$ cat src/rtl/t01_ai_pkg.sv
// Shared types and default constants for the AI placement blocks.
// Weights are magnitudes; the score calculator applies the signs.
package t01_ai_pkg;

    localparam int DEF_NUM_ROT  = 4;
    localparam int DEF_NUM_COL  = 10;
    localparam int DEF_SCORE_W  = 20;
    localparam int DEF_W_LINES  = 76;
    localparam int DEF_W_HEIGHT = 51;
    localparam int DEF_W_HOLES  = 36;
    localparam int DEF_W_BUMP   = 18;

    localparam logic signed [DEF_SCORE_W-1:0] SCORE_MIN = {1'b1, {(DEF_SCORE_W-1){1'b0}}};

    typedef enum logic [2:0] {
        S_IDLE,
        S_REQ,
        S_EXTRACT,
        S_SCORE,
        S_NEXT,
        S_DONE
    } state_t;

endpackage

$ cat src/rtl/t01_ai_score_calc.sv
// Combinational weighted placement score: lines reward, height/holes/bumpiness penalise.
// Latency 0; no flow control (pure function of the four features).
module t01_ai_score_calc
    import t01_ai_pkg::*;
#(
    parameter int SCORE_W  = DEF_SCORE_W,
    parameter int W_LINES  = DEF_W_LINES,
    parameter int W_HEIGHT = DEF_W_HEIGHT,
    parameter int W_HOLES  = DEF_W_HOLES,
    parameter int W_BUMP   = DEF_W_BUMP
) (
    input  logic [7:0]                i_lines_cleared,
    input  logic [7:0]                i_holes,
    input  logic [7:0]                i_bumpiness,
    input  logic [7:0]                i_height_sum,
    output logic signed [SCORE_W-1:0] o_score
);

    localparam logic signed [SCORE_W-1:0] L_W_LINES  = SCORE_W'(W_LINES);
    localparam logic signed [SCORE_W-1:0] L_W_HEIGHT = SCORE_W'(W_HEIGHT);
    localparam logic signed [SCORE_W-1:0] L_W_HOLES  = SCORE_W'(W_HOLES);
    localparam logic signed [SCORE_W-1:0] L_W_BUMP   = SCORE_W'(W_BUMP);

    logic signed [SCORE_W-1:0] w_lc, w_ho, w_bu, w_hs;

    assign w_lc = $signed({{(SCORE_W-8){1'b0}}, i_lines_cleared});
    assign w_ho = $signed({{(SCORE_W-8){1'b0}}, i_holes});
    assign w_bu = $signed({{(SCORE_W-8){1'b0}}, i_bumpiness});
    assign w_hs = $signed({{(SCORE_W-8){1'b0}}, i_height_sum});

    assign o_score = (w_lc * L_W_LINES) - (w_hs * L_W_HEIGHT)
                   - (w_ho * L_W_HOLES) - (w_bu * L_W_BUMP);

endmodule

$ cat src/rtl/t01_ai_placement_scheduler.sv
// Scans every (rotation, column) candidate through builder and extractor, keeping the best score.
// Legal candidate costs ack + extractor latency + 2 cycles; AI_EARLY_EXIT_EN stops the scan on a 4-line clear.
module t01_ai_placement_scheduler
    import t01_ai_pkg::*;
#(
    parameter int NUM_ROT  = DEF_NUM_ROT,
    parameter int NUM_COL  = DEF_NUM_COL,
    parameter int SCORE_W  = DEF_SCORE_W,
    parameter int W_LINES  = DEF_W_LINES,
    parameter int W_HEIGHT = DEF_W_HEIGHT,
    parameter int W_HOLES  = DEF_W_HOLES,
    parameter int W_BUMP   = DEF_W_BUMP
) (
    input  logic                      i_clk,
    input  logic                      i_rst,
    input  logic                      i_plan_start,
    input  logic                      i_plan_abort,
    output logic                      o_cand_req,
    output logic [1:0]                o_cand_rot,
    output logic [3:0]                o_cand_col,
    input  logic                      i_cand_ack,
    input  logic                      i_cand_legal,
    output logic                      o_extract_start,
    output logic                      o_ofm_done,
    input  logic                      i_extract_ready,
    input  logic [7:0]                i_lines_cleared,
    input  logic [7:0]                i_holes,
    input  logic [7:0]                i_bumpiness,
    input  logic [7:0]                i_height_sum,
    output logic                      o_plan_busy,
    output logic                      o_plan_done,
    output logic                      o_best_found,
    output logic [1:0]                o_best_rot,
    output logic [3:0]                o_best_col,
    output logic signed [SCORE_W-1:0] o_best_score
);

    localparam logic [1:0] L_ROT_LAST = 2'(NUM_ROT - 1);
    localparam logic [3:0] L_COL_LAST = 4'(NUM_COL - 1);
    localparam logic signed [SCORE_W-1:0] L_SCORE_MIN = {1'b1, {(SCORE_W-1){1'b0}}};

    state_t                    r_state, w_state_nxt;
    logic [1:0]                r_rot;
    logic [3:0]                r_col;
    logic                      r_best_found;
    logic [1:0]                r_best_rot;
    logic [3:0]                r_best_col;
    logic signed [SCORE_W-1:0] r_best_score;
    logic signed [SCORE_W-1:0] w_score;
    logic                      w_last, w_better, w_early;

    t01_ai_score_calc #(
        .SCORE_W  (SCORE_W),
        .W_LINES  (W_LINES),
        .W_HEIGHT (W_HEIGHT),
        .W_HOLES  (W_HOLES),
        .W_BUMP   (W_BUMP)
    ) u_score (
        .i_lines_cleared (i_lines_cleared),
        .i_holes         (i_holes),
        .i_bumpiness     (i_bumpiness),
        .i_height_sum    (i_height_sum),
        .o_score         (w_score)
    );

    assign w_last   = (r_rot == L_ROT_LAST) && (r_col == L_COL_LAST);
    // Strict compare: on a tie the earlier candidate in scan order stays best.
    assign w_better = !r_best_found || (w_score > r_best_score);

`ifdef AI_EARLY_EXIT_EN
    assign w_early = (i_lines_cleared == 8'd4);
`else
    assign w_early = 1'b0;
`endif

    always_ff @(posedge i_clk or posedge i_rst) begin
        if (i_rst) r_state <= S_IDLE;
        else       r_state <= w_state_nxt;
    end

    always_comb begin
        w_state_nxt     = r_state;
        o_cand_req      = 1'b0;
        o_extract_start = 1'b0;
        o_ofm_done      = 1'b0;
        o_plan_done     = 1'b0;
        o_plan_busy     = (r_state != S_IDLE);
        case (r_state)
            S_IDLE:    if (i_plan_start) w_state_nxt = S_REQ;
            S_REQ: begin
                o_cand_req = 1'b1;
                if (i_cand_ack) w_state_nxt = i_cand_legal ? S_EXTRACT : S_NEXT;
            end
            S_EXTRACT: begin
                o_extract_start = 1'b1;
                if (i_extract_ready) w_state_nxt = S_SCORE;
            end
            S_SCORE: begin
                o_extract_start = 1'b1;
                o_ofm_done      = 1'b1;
                w_state_nxt     = w_early ? S_DONE : S_NEXT;
            end
            S_NEXT:    w_state_nxt = w_last ? S_DONE : S_REQ;
            S_DONE: begin
                o_plan_done = 1'b1;
                w_state_nxt = S_IDLE;
            end
            default:   w_state_nxt = S_IDLE;
        endcase
        // Abort overrides every transition, including a start seen in IDLE.
        if (i_plan_abort) w_state_nxt = S_IDLE;
    end

    always_ff @(posedge i_clk or posedge i_rst) begin
        if (i_rst) begin
            r_rot        <= '0;
            r_col        <= '0;
            r_best_found <= 1'b0;
            r_best_rot   <= '0;
            r_best_col   <= '0;
            r_best_score <= L_SCORE_MIN;
        end else if (!i_plan_abort) begin
            case (r_state)
                S_IDLE: if (i_plan_start) begin
                    r_rot        <= '0;
                    r_col        <= '0;
                    r_best_found <= 1'b0;
                    r_best_rot   <= '0;
                    r_best_col   <= '0;
                    r_best_score <= L_SCORE_MIN;
                end
                S_SCORE: if (w_better) begin
                    r_best_found <= 1'b1;
                    r_best_rot   <= r_rot;
                    r_best_col   <= r_col;
                    r_best_score <= w_score;
                end
                S_NEXT: begin
                    if (r_col == L_COL_LAST) begin
                        r_col <= '0;
                        r_rot <= r_rot + 2'd1;
                    end else begin
                        r_col <= r_col + 4'd1;
                    end
                end
                default: ;
            endcase
        end
    end

    assign o_cand_rot   = r_rot;
    assign o_cand_col   = r_col;
    assign o_best_found = r_best_found;
    assign o_best_rot   = r_best_rot;
    assign o_best_col   = r_best_col;
    assign o_best_score = r_best_score;

endmodule
$ cat config.mk
export PLATFORM = sky130hd
export DESIGN_NAME = t01_ai_placement_scheduler
export DESIGN_NICKNAME = d
export VERILOG_FILES = /design/src/rtl/t01_ai_pkg.sv /design/src/rtl/t01_ai_score_calc.sv /design/src/rtl/t01_ai_placement_scheduler.sv
export SDC_FILE = /design/constraint.sdc
export NUM_CORES = 1
export LEC_CHECK = 0
export CORE_ASPECT_RATIO = 1.1
export CORE_MARGIN = 5
export CORE_UTILIZATION = 35
export DETAILED_ROUTE_END_ITERATION = 16
export PLACE_DENSITY = 0.55
export REMOVE_ABC_BUFFERS = 1
export SLEW_MARGIN = 0
export SYNTH_ARGS = -nofsm -noshare
export SYNTH_HDL_FRONTEND = slang
export SYNTH_SLANG_ARGS = --single-unit
$ cat constraint.sdc
create_clock -name i_clk -period 3.1 [get_ports i_clk]
set_clock_uncertainty 0.15 [all_clocks]
set_input_delay 0.62 -clock i_clk [delete_from_list [all_inputs] [get_ports i_clk]]
set_output_delay 0.62 -clock i_clk [all_outputs]
set_load 0.02 [all_outputs]
# Yosys cells after proc, flatten, opt, wreduce, memory -nomap -nowiden

Index checks and enable logic that the tools add are counted.

Register bits after elaboration: 36
Output and inout bits: 38
Logic and storage cells: 70

Add/sub/neg operators: 5
Multiply operators: 4
Order comparisons: 1
Eq/ne operators: 13
Muxes and demuxes: 27
Bitwise gates (word level): 1
Reduce and logical (&&, ||, !) cells: 12

Operators by type and width:

| cell                 | count |
|---|---|
| $sub 20x20->20       | 3 |
| $mux 20              | 2 |
| $pmux 20 s2          | 1 |
| $mul 8x4->12 const B | 2 |
| $gt 20x20->1         | 1 |
| $mux 3               | 6 |
| $pmux 4 s2           | 2 |
| $pmux 3 s5           | 1 |
| $mul 8x6->14 const B | 1 |
| $mul 8x5->13 const B | 1 |
| $mux 4               | 3 |
| $ne 3x3->1 const B   | 3 |
| $pmux 2 s2           | 2 |
| $reduce_and 4->1     | 2 |
| $eq 3x2->1 const B   | 2 |
| $eq 3x3->1 const B   | 2 |
| $mux 1               | 6 |
| $mux 2               | 3 |
| $ne 2x2->1 const B   | 3 |
| $reduce_and 3->1     | 2 |
| $add 4x1->4 const B  | 1 |
| $eq 4x4->1 const B   | 1 |
| $reduce_bool 2->1    | 2 |
| $eq 3x1->1 const B   | 1 |
| other kinds (10)     | 10 |

# Logic depth before layout (Yosys ltp)

Depth after elaboration: 8
Mapped depth: 35

# Cells and area by module

A second synthesis with hierarchy kept.

Cell total of the unflattened synthesis: 670
Area, all modules: 5871.9 um^2

By module, submodules not included:

| module                     | times used | cells each | area each (um^2) |
|---|---|---|---|
| t01_ai_score_calc          | 1          | 413        | 3512.1 |
| t01_ai_placement_scheduler | 1          | 257        | 2359.8 |

# Worst setup path after synthesis

OpenSTA, ideal clock, no wires.

Path type: input to register
Start: input port i_height_sum[5]
End: register r_best_score[15] (netlist: o_best_score[15])
Library setup time: 0.121 ns
Arrival time: 7.586 ns
Data required time: 2.829 ns
Path slack: -4.757 ns
Cell stages on the path: 34
Buffers on the path: 2
Cells stage by stage: ha_1 fa_1 inv_1 fa_1 inv_1 ha_1 inv_1 o21bai_1 a21oi_1 o21ai_0 a21o_1 a21oi_1 xor2_1 fa_1 inv_1 fa_1 inv_1 ha_1 or3_1 o31ai_1 o21bai_1 a21o_1 xnor2_1 ha_1 nand4_1 nor4_2 a21boi_1 nand3b_1 xnor2_1 nand3_2 a31o_1 buf_6 buf_12 a22o_1

Cells in the longest elaborated chain, start to end: 8
Elaborated cells between the ends (all ways): 10
Classes of those cells: add/sub: 3; mul: 1; order compare: 1; eq/ne: 1; mux: 2; reduce/logical: 2

Ends and longest elaborated chain:

| item                              | RTL line                          | RTL |
|---|---|---|
| start, declared                   | t01_ai_placement_scheduler.sv:29  | `input logic [7:0] i_height_sum,` |
| $mul 8x6->14 (*)                  | t01_ai_score_calc.sv:31           | `assign o_score = (w_lc * L_W_LINES) - (w_hs * L_W_HEIGHT)` |
| $sub 20x20->20 (*)                | t01_ai_score_calc.sv:31           |  |
| $sub 20x20->20 (*) (2 in series)  | t01_ai_score_calc.sv:32           | `- (w_ho * L_W_HOLES) - (w_bu * L_W_BUMP);` |
| $gt 20x20->1                      | t01_ai_placement_scheduler.sv:68  | `assign w_better = !r_best_found \|\| (w_score > r_best_score);` |
| $logic_or 1x1->1                  | t01_ai_placement_scheduler.sv:68  |  |
| $ne 2x2->1 (no source line)       | -                                 |  |
| $reduce_and 4->1 (no source line) | -                                 |  |
| end signal, assigned              | t01_ai_placement_scheduler.sv:136 | `r_best_score <= w_score;` |
| end, declared                     | t01_ai_placement_scheduler.sv:48  | `logic signed [SCORE_W-1:0] r_best_score;` |

Every way passes the cells marked *; elsewhere a longest branch is shown, timed or not. The select of a mux whose other input is x is not followed.
A chain may end at the register's enable or synchronous reset.

# Worst setup path in the final report

Start: input port i_height_sum[3]
End: register r_best_score[10] (netlist: o_best_score[10])

The elaborated chain is that of the path after synthesis.

==> results.yml <==
logic_synthesis:
  synthArstFlopShare_pct: 100
  syn_avg_cell_area_um2: 8.94
  yosys.area.top_type: "ha_1"
  synth_cells: 595
  synth_cell_type_count: 49
  syn_area_um2: 5320
  synth-seq-area-share_pct: 17.0
  synth_edf_count: 0
  synth_seq_cells: 36
  synth_top_flop_cell: "dfrtp_1"
  netlist_top_cells_count: "inv_1 (133), ha_1 (111), a21oi_1 (43)"
  yosysMostFrequentCell: "inv_1"
  synth_area_leaders: "ha_1 (26%), dfrtp_1 (16%), fa_1 (14%), inv_1 (9.4%), a21oi_1 (4.0%)"
  netlist.area_leader.share_pct: 26.1
  yosys_warnings: 0
floorplanning:
  fp-row-count: 47
  core_um2: 15000
  ios: 77
  die_y_um: 139
  chipWidth_um: 128
  die_area_um2: 17800
  start_util_pct: 35.5
drt:
  ant_nets: 0
  totalWireLength_um: 13600
  dr_total_vias: 4774
  dr.pass1.iters: 4
  wl_met1_um: 5760
  drt_iter0_drc: 96
  avgViaCountPerCell: 4.68
  wl_per_cell_um: 13.4
  top_layer: "met4"
  route.met3.wl_um: 428
  dr_wl_met2_um: 7070
  route.detailed.drc: 0
clocking:
  cts_root_buffer: "clkbuf_16"
  cts_tree: "yes"
  clkSinkCount: 36
  path_clk_slew_ns: 0.05
  clk-insertion-delay-late_ns: 0.29
  cts_buffer_depth: 2
  postCtsHoldBufs: 0
  h-tree-depth: 2
  numCtsBuffers: 5
setup_path:
  r2r-start: "o_best_score[15]"
  rr_worst_depth: 11
  cp_num_buf_inv: 6
  r2r_setup_slack_ns: 0.30
  worstPathMaxFanout: 7
  crit_type: "in2reg"
  cp_slowest_cell: "fa_1"
  crit_family: "adder cells"
  crit_top_cell: "fa_1"
  arrival_ns: 7.51
  cp-end-kind: "flip-flop"
  cp_data_required_time_ns: 3.12
  cp-start-kind: "primary input"
  cp_slowest_stage_delay_ns: 0.53
  reg2reg_to: "o_best_score[10]"
layout:
  multi_input_comb_area_um2: 4330
  final_nets: 1010
  fillCellCount: 1365
  final_area_um2: 8090
  drive_above_1_share_pct: 29.0
  diodes: 0
  area_delta_synth_final_pct: 52.1
  stdcell_count: 1020
  seqCellArea_um2: 902
placement:
  place.gp.congestion: 0.849
  numPortBuffers: 76
  hpwl_um: 11200
  place_area_um2: 7280
  dp_cells: 994
timing:
  fmax_ghz: 0.133
  period_share_pct: 242
  hold_viol: 0
  max_slew_margin_pct: 68.9
  tightest_slew_ns: 0.467
  slew_violations: 0
  finalSetupViolCount: 27
  period_needed_ns: 7.49
  rsz0062_at_grt: "true"
  setup_ws_ns: -4.39
grt:
  grt_pass1_vias: 5162
  grt_pass1_wl_um: 23400
  antenna_found_initial: 0
  grt_max_degree: 37
  overflow: 0
  track_usage_pct: 15.7
job:
  maxCapViolCount: 0
run_status:
  violations: "negative setup slack"
  status: "finished with violations"
worst_hold_path:
  hold_end: "o_best_found"
  min-delay-start: "o_best_found"
  whs_path_depth: 1
  hold_path_class: "reg2reg"
timing repair:
action                     in CTS  in global routing
pin swaps                      57                 37
cloned                          2                  0
setup buffers                  11                  5
resized for setup              86                 35
setup endpoints to repair      27                 27
logic make-up after synthesis:
logic type | after synthesis | share of synthesized area (%)
AO/OA/AOI/OAI | 121 | 14.6
AND/OR/NAND/NOR | 102 | 9.62
adder cells (fa/ha/maj) | 148 | 40.0
buffers and inverters | 140 | 10.7
XOR/XNOR | 37 | 6.09
multiplexers | 11 | 2.07
flip-flops | 36 | 17.0
worst max path at each step:
stage,start,endpoint,cells after the start
4_1_cts,i_height_sum[6],o_best_score[11],35
2_1_floorplan,i_height_sum[5],o_best_score[10],32
5_1_grt,i_height_sum[5],o_best_score[10],34
3_5_place_dp,i_height_sum[6],o_best_score[11],34
3_3_place_gp,i_height_sum[5],o_best_score[7],34
6_report,i_height_sum[3],o_best_score[10],32
placed cells by master, fill, tap and decap left out, drive strengths merged, types with 3 or more instances in the layout:
master           n
xor2            16
a22o            14
o21ai           27
nor3             7
clkdlybuf4s50   68
fa              37
inv            133
nor2b            6
nand3           17
and2             3
xnor2           21
a21o            15
clkbuf           8
o21bai           5
buf            157
or2              3
ha             111
dfrtp           35
nand4            5
nand3b           3
nor2            11
a21oi           44
nand2           36
mux2i           11
nand2b           8
cell type report:
cell class | instances | area share [%]
multi-input cells | 419 | 53.6
repair buffers | 228 | 24.4
clock inverters | 1 | 0.0618
flip-flops and latches | 36 | 11.1
well taps | 196 | 3.03
clock buffers | 7 | 1.64
inverters | 133 | 6.17
routing by layer:
metal	up-vias	track usage, %
li1	2428	-
met1	2230	18.5
met2	93	28.9
met3	23	1.61
met4	0	5.87
met5	-	0
flip-flops by register name (all words and copies together), names as in the netlist:
| signal | flops |
|---|---|
| o_best_col | 4 |
| o_best_found | 1 |
| o_best_rot | 2 |
| o_best_score | 20 |
| o_cand_col | 4 |
| o_cand_rot | 2 |
| r_state | 3 |
metrics by stage:
step                      worst slack [ns]  setup TNS, ns  utilization (%)  hold slack, ns
after CTS                            -4.33        -115.67             52.7           0.353
after detailed placement             -5.49        -146.24             48.5           0.336
final                                -4.39        -116.95             54.0           0.347
after floorplan                      -4.97        -133.37                -           0.367
after global placement               -5.29        -141.08             48.5           0.330
after global routing                 -4.65        -124.18             54.0           0.389
Power is left out: the tool's default activity adds up to more than one toggle a clock period on the data nets, which glitch-free logic cannot reach.
